`src/rtl/booth_mul_share_arb.sv`:
```
// Round-robin arbiter sharing one combinational radix-4 Booth multiplier among
// NREQ requesters; products return tagged with the requester index.

module booth_multiplier_8_PPA_Brent_Kung #(
    parameter int WIDTH = 8
) (
    input  logic signed [WIDTH-1:0]   a,
    input  logic signed [WIDTH-1:0]   b,
    output logic signed [2*WIDTH-1:0] p
);
    localparam int PW   = 2 * WIDTH;
    localparam int WB   = WIDTH + (WIDTH % 2);
    localparam int NDIG = WB / 2;

    logic signed [WB-1:0] b_ext;
    logic        [WB:0]   b_win;
    logic signed [PW-1:0] a_ext;
    logic signed [PW-1:0] pp;
    logic signed [PW-1:0] acc;
    logic        [2:0]    dig;

    always_comb begin
        b_ext = WB'(b);
        b_win = {b_ext, 1'b0};
        a_ext = PW'(a);
        acc   = '0;
        pp    = '0;
        dig   = '0;
        // each overlapping 3-bit window selects 0, +-A or +-2A at weight 4^i
        for (int unsigned i = 0; i < NDIG; i++) begin
            dig = b_win[2*i +: 3];
            case (dig)
                3'b001, 3'b010: pp = a_ext;
                3'b011:         pp = a_ext <<< 1;
                3'b100:         pp = -(a_ext <<< 1);
                3'b101, 3'b110: pp = -a_ext;
                default:        pp = '0;
            endcase
            acc = acc + (pp <<< (2 * i));
        end
        p = acc;
    end
endmodule

module booth_mul_share_arb #(
    parameter  int WIDTH = 8,
    parameter  int NREQ  = 4,
    parameter  int CNTW  = 16,
    localparam int IDW   = (NREQ > 1) ? $clog2(NREQ) : 1
) (
    input  logic                  clk,
    input  logic                  rst_n,
    input  logic [NREQ-1:0]       req_valid,
    input  logic [NREQ*WIDTH-1:0] req_a,
    input  logic [NREQ*WIDTH-1:0] req_b,
    output logic [NREQ-1:0]       req_ready,
    output logic                  rsp_valid,
    input  logic                  rsp_ready,
    output logic [IDW-1:0]        rsp_id,
    output logic [2*WIDTH-1:0]    rsp_product,
    output logic                  busy,
    output logic [CNTW-1:0]       done_cnt
);
    typedef enum logic [1:0] {IDLE, MUL, RESP} state_t;

    state_t                    state_q, state_d;
    logic        [IDW-1:0]     rr_ptr_q, rr_ptr_d;
    logic signed [WIDTH-1:0]   op_a_q, op_a_d;
    logic signed [WIDTH-1:0]   op_b_q, op_b_d;
    logic        [IDW-1:0]     gnt_id_q, gnt_id_d;
    logic                      rsp_valid_q, rsp_valid_d;
    logic        [IDW-1:0]     rsp_id_q, rsp_id_d;
    logic        [2*WIDTH-1:0] rsp_product_q, rsp_product_d;
    logic        [CNTW-1:0]    done_cnt_q, done_cnt_d;

    logic                      win_found;
    logic        [IDW-1:0]     win_idx;
    logic signed [2*WIDTH-1:0] mul_p;

    booth_multiplier_8_PPA_Brent_Kung #(.WIDTH(WIDTH)) u_mul (
        .a (op_a_q),
        .b (op_b_q),
        .p (mul_p)
    );

    // first valid requester scanning upward from rr_ptr, wrapping at NREQ
    always_comb begin
        int unsigned idx;
        logic [IDW-1:0] idx_w;
        win_found = 1'b0;
        win_idx   = '0;
        idx       = 0;
        idx_w     = '0;
        for (int unsigned k = 0; k < NREQ; k++) begin
            idx = 32'(rr_ptr_q) + k;
            if (idx >= 32'(NREQ)) idx = idx - 32'(NREQ);
            idx_w = IDW'(idx);
            if (!win_found && req_valid[idx_w]) begin
                win_found = 1'b1;
                win_idx   = idx_w;
            end
        end
    end

    always_comb begin
        state_d       = state_q;
        rr_ptr_d      = rr_ptr_q;
        op_a_d        = op_a_q;
        op_b_d        = op_b_q;
        gnt_id_d      = gnt_id_q;
        rsp_valid_d   = rsp_valid_q;
        rsp_id_d      = rsp_id_q;
        rsp_product_d = rsp_product_q;
        done_cnt_d    = done_cnt_q;
        req_ready     = '0;
        case (state_q)
            IDLE: begin
                if (win_found) begin
                    req_ready[win_idx] = rst_n;
                    op_a_d   = req_a[win_idx*WIDTH +: WIDTH];
                    op_b_d   = req_b[win_idx*WIDTH +: WIDTH];
                    gnt_id_d = win_idx;
                    rr_ptr_d = (win_idx == IDW'(NREQ - 1)) ? '0 : win_idx + IDW'(1);
                    state_d  = MUL;
                end
            end
            MUL: begin
                rsp_product_d = mul_p;
                rsp_id_d      = gnt_id_q;
                rsp_valid_d   = 1'b1;
                state_d       = RESP;
            end
            RESP: begin
                if (rsp_ready) begin
                    rsp_valid_d = 1'b0;
                    done_cnt_d  = done_cnt_q + CNTW'(1);
                    state_d     = IDLE;
                end
            end
            default: state_d = IDLE;
        endcase
    end

    always_ff @(posedge clk) begin
        if (!rst_n) begin
            state_q       <= IDLE;
            rr_ptr_q      <= '0;
            op_a_q        <= '0;
            op_b_q        <= '0;
            gnt_id_q      <= '0;
            rsp_valid_q   <= 1'b0;
            rsp_id_q      <= '0;
            rsp_product_q <= '0;
            done_cnt_q    <= '0;
        end else begin
            state_q       <= state_d;
            rr_ptr_q      <= rr_ptr_d;
            op_a_q        <= op_a_d;
            op_b_q        <= op_b_d;
            gnt_id_q      <= gnt_id_d;
            rsp_valid_q   <= rsp_valid_d;
            rsp_id_q      <= rsp_id_d;
            rsp_product_q <= rsp_product_d;
            done_cnt_q    <= done_cnt_d;
        end
    end

    assign rsp_valid   = rsp_valid_q;
    assign rsp_id      = rsp_id_q;
    assign rsp_product = rsp_product_q;
    assign done_cnt    = done_cnt_q;
    assign busy        = (state_q != IDLE);
endmodule

```
`config.mk`:
```
export PLATFORM = sky130hd
export DESIGN_NAME = booth_mul_share_arb
export DESIGN_NICKNAME = d
export VERILOG_FILES = /design/src/rtl/booth_mul_share_arb.sv
export SDC_FILE = /design/constraint.sdc
export NUM_CORES = 1
export LEC_CHECK = 0
export BUFFER_PORTS_ARGS = -buffer_cell sky130_fd_sc_hd__buf_4
export CAP_MARGIN = 5
export CELL_PAD_IN_SITES_DETAIL_PLACEMENT = 0
export CELL_PAD_IN_SITES_GLOBAL_PLACEMENT = 1
export CORE_UTILIZATION = 37
export DETAILED_ROUTE_END_ITERATION = 8
export PLACE_DENSITY = 0.81
export SYNTH_ARGS = -nofsm -noshare
export SYNTH_HDL_FRONTEND = slang
export SYNTH_SLANG_ARGS = --single-unit
```
`constraint.sdc`:
```
create_clock -name clk -period 4.4 [get_ports clk]
set_input_delay 0.44 -clock clk [delete_from_list [all_inputs] [get_ports clk]]
set_output_delay 0.44 -clock clk [all_outputs]
set_load 0.01 [all_outputs]
```
Word level (Yosys, flattened, before mapping):

Cells that the tools add are included.

* bits of input ports: 71
* output and inout port bits: 40
* register bits: 57
* logic and storage cells: 116

* bitwise operators: 1
* $add $sub $neg: 14
* shifts and indexed selects: 2
* mux-type cells: 34
* eq/ne operators: 26
* magnitude comparators: 10
* reductions and logical operators: 20

Operator list (count)
* indexed part select 32 x 6 -> 8 bit: 2
* one-hot mux 14 bit (4 select lines): 1
* adder 16 bit: 3
* one-hot mux 12 bit (4 select lines): 1
* one-hot mux 16 bit (3 select lines): 1
* one-hot mux 10 bit (4 select lines): 1
* == test 3 bit, second input constant: 9
* 2-to-1 mux 2 bit: 11
* == test 3 x 2 -> 1 bit, second input constant: 6
* adder 16 x 1 -> 16 bit, second input constant: 1
* negation 8 -> 16 bit: 1
* negation 9 -> 16 bit: 1
* < comparator 2 x 3 -> 1 bit, second input constant: 5
* OR reduction 2 bit: 6
* 2-to-1 mux 1 bit: 10
* == test 3 x 1 -> 1 bit, second input constant: 3
* >= comparator 3 bit, second input constant: 3
* binary-select mux 1 bit (select 2 bit): 4
* == test 2 bit, second input constant: 4
* 2-to-1 mux 4 bit: 2
* AND reduction 2 bit: 4
* subtractor 2 x 1 -> 2 bit, second input constant: 4
* adder 2 x 2 -> 3 bit, second input constant: 2
* one-hot mux 2 bit (3 select lines): 1
* 13 further kinds: 21

Depth between registers and ports, before layout:

* depth after elaboration: 21
* mapped depth: 23

Cells and area by module:

From an unflattened synthesis, not the netlist that was laid out.

* cells, all modules: 702
* area, all modules: 5569.1 um2

By module, submodules not included
* booth_mul_share_arb: times used 1, area each 2845.2 um2, cells each 303
* booth_multiplier_8_PPA_Brent_Kung: times used 1, area each 2723.9 um2, cells each 399

Worst setup path after synthesis:

No wires, ideal clock.

* kind: reg2reg
* start: reg op_a_q[0]
* end: reg rsp_product_q[13] (netlist: rsp_product[13])
* arrival time: 4.730 ns
* data required time: 4.285 ns
* setup slack: -0.445 ns
* library setup time: 0.115 ns
* clock period less this slack: 4.845 ns
* path buffers: 2
* cell stages (with the launch flop): 20
* cell sequence: dfxtp_1 -> inv_1 -> ha_1 -> or3b_2 -> clkbuf_1 -> or3_1 -> clkbuf_1 -> xor2_1 -> a221oi_1 -> a21oi_1 -> fa_1 -> inv_1 -> fa_1 -> inv_1 -> ha_1 -> a2111oi_0 -> o21ai_0 -> xnor2_1 -> o21ai_0 -> and2_1

* word-level cells in the longest chain between the ends: 5
* elaborated cells between the ends (all ways): 9

Ends and longest elaborated chain
* start, declared: line 68 `logic signed [WIDTH-1:0] op_a_q, op_a_d;`
* start signal, assigned: line 158 `op_a_q <= op_a_d;`
* negation 9 -> 16 bit / negation 8 -> 16 bit (equally long branches): line 35, 36
* one-hot mux 14 bit (4 select lines) / one-hot mux 16 bit (3 select lines) (equally long branches): line 32 `case (dig)`
* adder 16 bit (2 in a row): line 39 `acc = acc + (pp <<< (2 * i));`
* adder 16 bit *: line 39
* end signal, assigned: line 163 `rsp_product_q <= rsp_product_d;`
* end, declared: line 73 `logic [2*WIDTH-1:0] rsp_product_q, rsp_product_d;`

Mark *: on every way between the ends. The rest lies on a longest branch, timed or not.
A chain may end at the register's enable or synchronous reset.

Worst setup path in the final report:

* start: reg op_a_q[0]
* end: reg rsp_product_q[15] (netlist: rsp_product[15])

The elaborated chain is that of the path after synthesis.

==> metrics.md <==
| Metric | Value |
|---|---|
| Seq. cell area | 1150 um^2 |
| Reg2reg start | op_a_q[0] |
| PnR worst setup slack | 0.0630 ns |
| Crit path DAT | 4.60 ns |
| Worst r2r path cells | 20 |
| Setup crit end | rsp_product[15] |
| Pwr Total | 4.84 mW |
| Routed Antenna Nets | 0 |
| IO Count | 111 |
| CTS tree | done |
| Die Wd | 126 um |
| Die footprint | 15900 um^2 |
| Startpoint types | flip-flop |
| Worst setup startpoint | op_a_q[0] |
| Initial antenna violation count | 0 |
| Worst min-delay path class | input pin to flip-flop |
| Synth Flop Type | dfxtp_1 |
| Seq/Total Area, Yosys | 20.0% |
| Multiplexer share of the synthesized area | 1.45% |
| Clk pin slew, worst setup/hold paths | 0.05 ns |
| Post-Route Setup TNS | 0 ns |
| Post-Syn Area | 5700 um^2 |
| Final Hold Fails | 0 |
| RSZ-0062 raised after global routing | true |
| Peak Freq | 0.231 GHz |
| Global-route wire length before repair | 28.8 mm |
| Area grow syn2layout | 35.6% |
| Avg WL per Cell | 16.0 um |
| Dpl ws | -0.0649 ns |
| Mapped Avg Cell Area | 7.46 um^2 |
| Die height | 126 um |
| Drt first pass iters | 5 |
| Distinct cells, synth | 67 |
| CP max FO | 5 |
| Core ar. | 15100 um^2 |
| Number of flops mapped to enable cells by yosys | 0 |
| Final-layout fill cell count | 1472 |
| Yosys Warn Count | 0 |
| H-tree depth | 3 |
| Crit. End Element | flip-flop |
| Final HPWL DP | 13.1 mm |
| Setup CP Type | flip-flop to flip-flop |
| Post-Synth Adder-Cell Area | 12.4% |
| Total nets after synthesis | 879 |
| Layout Utilization | 51.1% |
| Ant diodes | 0 |
| Vias in the first global route | 5627 |
| Final Wtd Congestion | 0.901 |
| Tightest Pin Transition | 0.896 ns |
| Starting Density | 37.7% |
| P per Cell Area | 626 nW/um^2 |
| Leakage | 3.38 nW |
| #FFs+latches synth | 57 |
| Max Cap Violations | 0 |
| Status | finished clean |
| Max Buffers Root-to-Sink | 2 |
| # rows | 45 |
| Sink Count | 57 |
| Reg-to-reg slack, setup | 0.06 ns |
| Tmin final | 4.34 ns |
| Clock skew | 0.00620 ns |
| Initial DRC Count | 425 |
| Final setup vio count | 0 |
| Synth Area in XOR/XNOR | 6.30% |
| Hold Buf Count CTS | 0 |
| Synth Area in Simple Gates | 22.9% |
| Slew Limit Fails | 0 |
| CTS root buf | clkbuf_16 |
| CTS Buf Count | 9 |
| Rel. slew slack | 40.2% |
| Largest net degree at the start of global routing | 63 |
| # DRC | 0 |
| Share of layout cells above drive strength 1 | 29.8% |
| Total GRT Usage | 22.5% |
| Routed vias | 6001 |
| Compound-cell area share of the yosys netlist | 29.1% |
| Fin nets | 1019 |
| Worst R2R End | rsp_product[15] |
| Worst-Skew Late Latency | 0.33 ns |
| Tcrit/Tclk final | 98.6% |
| Post-Syn Instances | 764 |
| Largest family of logic cells by synthesized area | compound AO/OA/AOI/OAI gates |
| Area used by multi-input combinational logic | 4430 um^2 |
| Worst EP required | 4.66 ns |
| Global route overflow | 0 |
| Final WL | 17.6 mm |
| Vias per cell | 5.47 |
| Count of input and output buffers | 110 |
| Ys async rst share | 0% |
| Maximum vdd ir drop | 361 uV |
[worst min path at each step]
| stage | to | cells past startpoint | startpoint | slack [ns] |
|---|---|---|---|---|
| 4_1_cts | state_q[1] | 3 | rsp_ready | 0.43 |
| 5_1_grt | state_q[1] | 3 | rsp_ready | 0.44 |
| 3_5_place_dp | rsp_product[5] | 2 | rsp_product[5] | 0.46 |
| 2_1_floorplan | rsp_id[1] | 2 | gnt_id_q[1] | 0.44 |
| 6_report | state_q[1] | 3 | rsp_ready | 0.43 |
| 3_3_place_gp | rsp_id[0] | 2 | gnt_id_q[0] | 0.45 |
[layer usage]
metal / global-route usage, % / vias up / share of wire [%]
li1: - / 2954 / -
met1: 30.3 / 2831 / 45
met2: 36.5 / 184 / 46
met3: 3.44 / 32 / 6.0
met4: 7.51 / 0 / 2.3
met5: 0 / - / 0
[cells in the final DEF (no fill, tap or decap), types with 8 or more instances in the layout]
master	n
o211ai_1	12
fa_1	21
a21boi_0	32
a311o_1	16
ha_4	9
dfxtp_1	54
nand2_1	130
xnor2_1	25
xor2_1	10
ha_1	14
a21oi_2	11
o21ai_0	34
clkbuf_16	9
nor2b_1	11
nor2_1	28
a22oi_1	8
inv_1	35
nand2b_1	12
buf_4	189
nand3_1	8
o22ai_1	8
a21oi_1	28
inv_2	8
and2_1	32
a21o_1	14
a211oi_1	18
[final cells by class]
cell class,instances,area share [%]
inverter,46,2.26
clock buffer,9,2.91
multi-input combinational,601,57.3
clock inverter,7,1.31
timing repair buffer,189,18.3
sequential,57,14.8
tap,188,3.04
[flip-flops by register name, summed over array words and instances, names as in the netlist]
signal,count
gnt_id_q,2
state_q,2
done_cnt,16
op_a_q,8
rr_ptr_q,2
op_b_q,8
rsp_valid,1
rsp_product,16
rsp_id,2
[through the flow]
| step | hold WS (ns) | instances | area [um^2] |
|---|---|---|---|
| 4_1_cts | 0.430 | 1088 | 7470 |
| 3_5_place_dp | 0.462 | 1072 | 7130 |
| 2_1_floorplan | 0.441 | 764 | 5840 |
| 5_1_grt | 0.444 | 1097 | 7730 |
| 6_report | 0.431 | 1097 | 7730 |
| 3_3_place_gp | 0.454 | 1072 | 7130 |
[worst max-delay path, stage by stage (launching register included)]
cell and delay (ns):
dfxtp_2 0.33, inv_2 0.07, ha_4 0.13, or3b_4 0.37, or3_4 0.45, nand2_4 0.09
xor2_2 0.15, nor2_1 0.08, a21oi_2 0.12, a21oi_2 0.08, fa_1 0.57, inv_2 0.04
fa_1 0.51, inv_2 0.05, ha_4 0.26, o21a_1 0.13, o2111ai_2 0.12, o211a_1 0.24
nor3_2 0.20, nand3_1 0.09, a31oi_1 0.17
[where the power goes]
part | internal (mW) | switching (mW)
registers | 0.603 | 0.0874
logic | 1.60 | 1.79
clock network | 0.500 | 0.261
[cells in the mapped netlist, drive strengths merged, types with 15 or more instances]
cell | n | area share [%]
nand2 | 132 | 8.7
and2 | 34 | 3.7
clkbuf | 45 | 3.1
a211oi | 18 | 2.4
o21ai | 37 | 3.2
a21oi | 40 | 3.5
nor2 | 29 | 1.9
inv | 44 | 2.9
buf | 15 | 1.7
fa | 21 | 7.4
xnor2 | 28 | 4.3
a21boi | 35 | 4.6
a311o | 16 | 2.8
dfxtp | 57 | 20
ha | 23 | 5.0
[timing repair]
action	4_1_cts	5_1_grt
pin swaps	0	42
gates resized for setup	2	46
gates cloned	0	0
setup buffers	0	9
endpoints found under the hold margin	0	0
endpoints found under the setup margin	3	8
[cell families after synthesis]
family	after synthesis
AOI/OAI and AO/OA	236
and+or+nand+nor	272
muxes	8
DFF	57
adders and majority gates	44
buffers and inverters	106
xor gates and xnor gates	41
No activity file was read; power rests on OpenSTA's default activity.
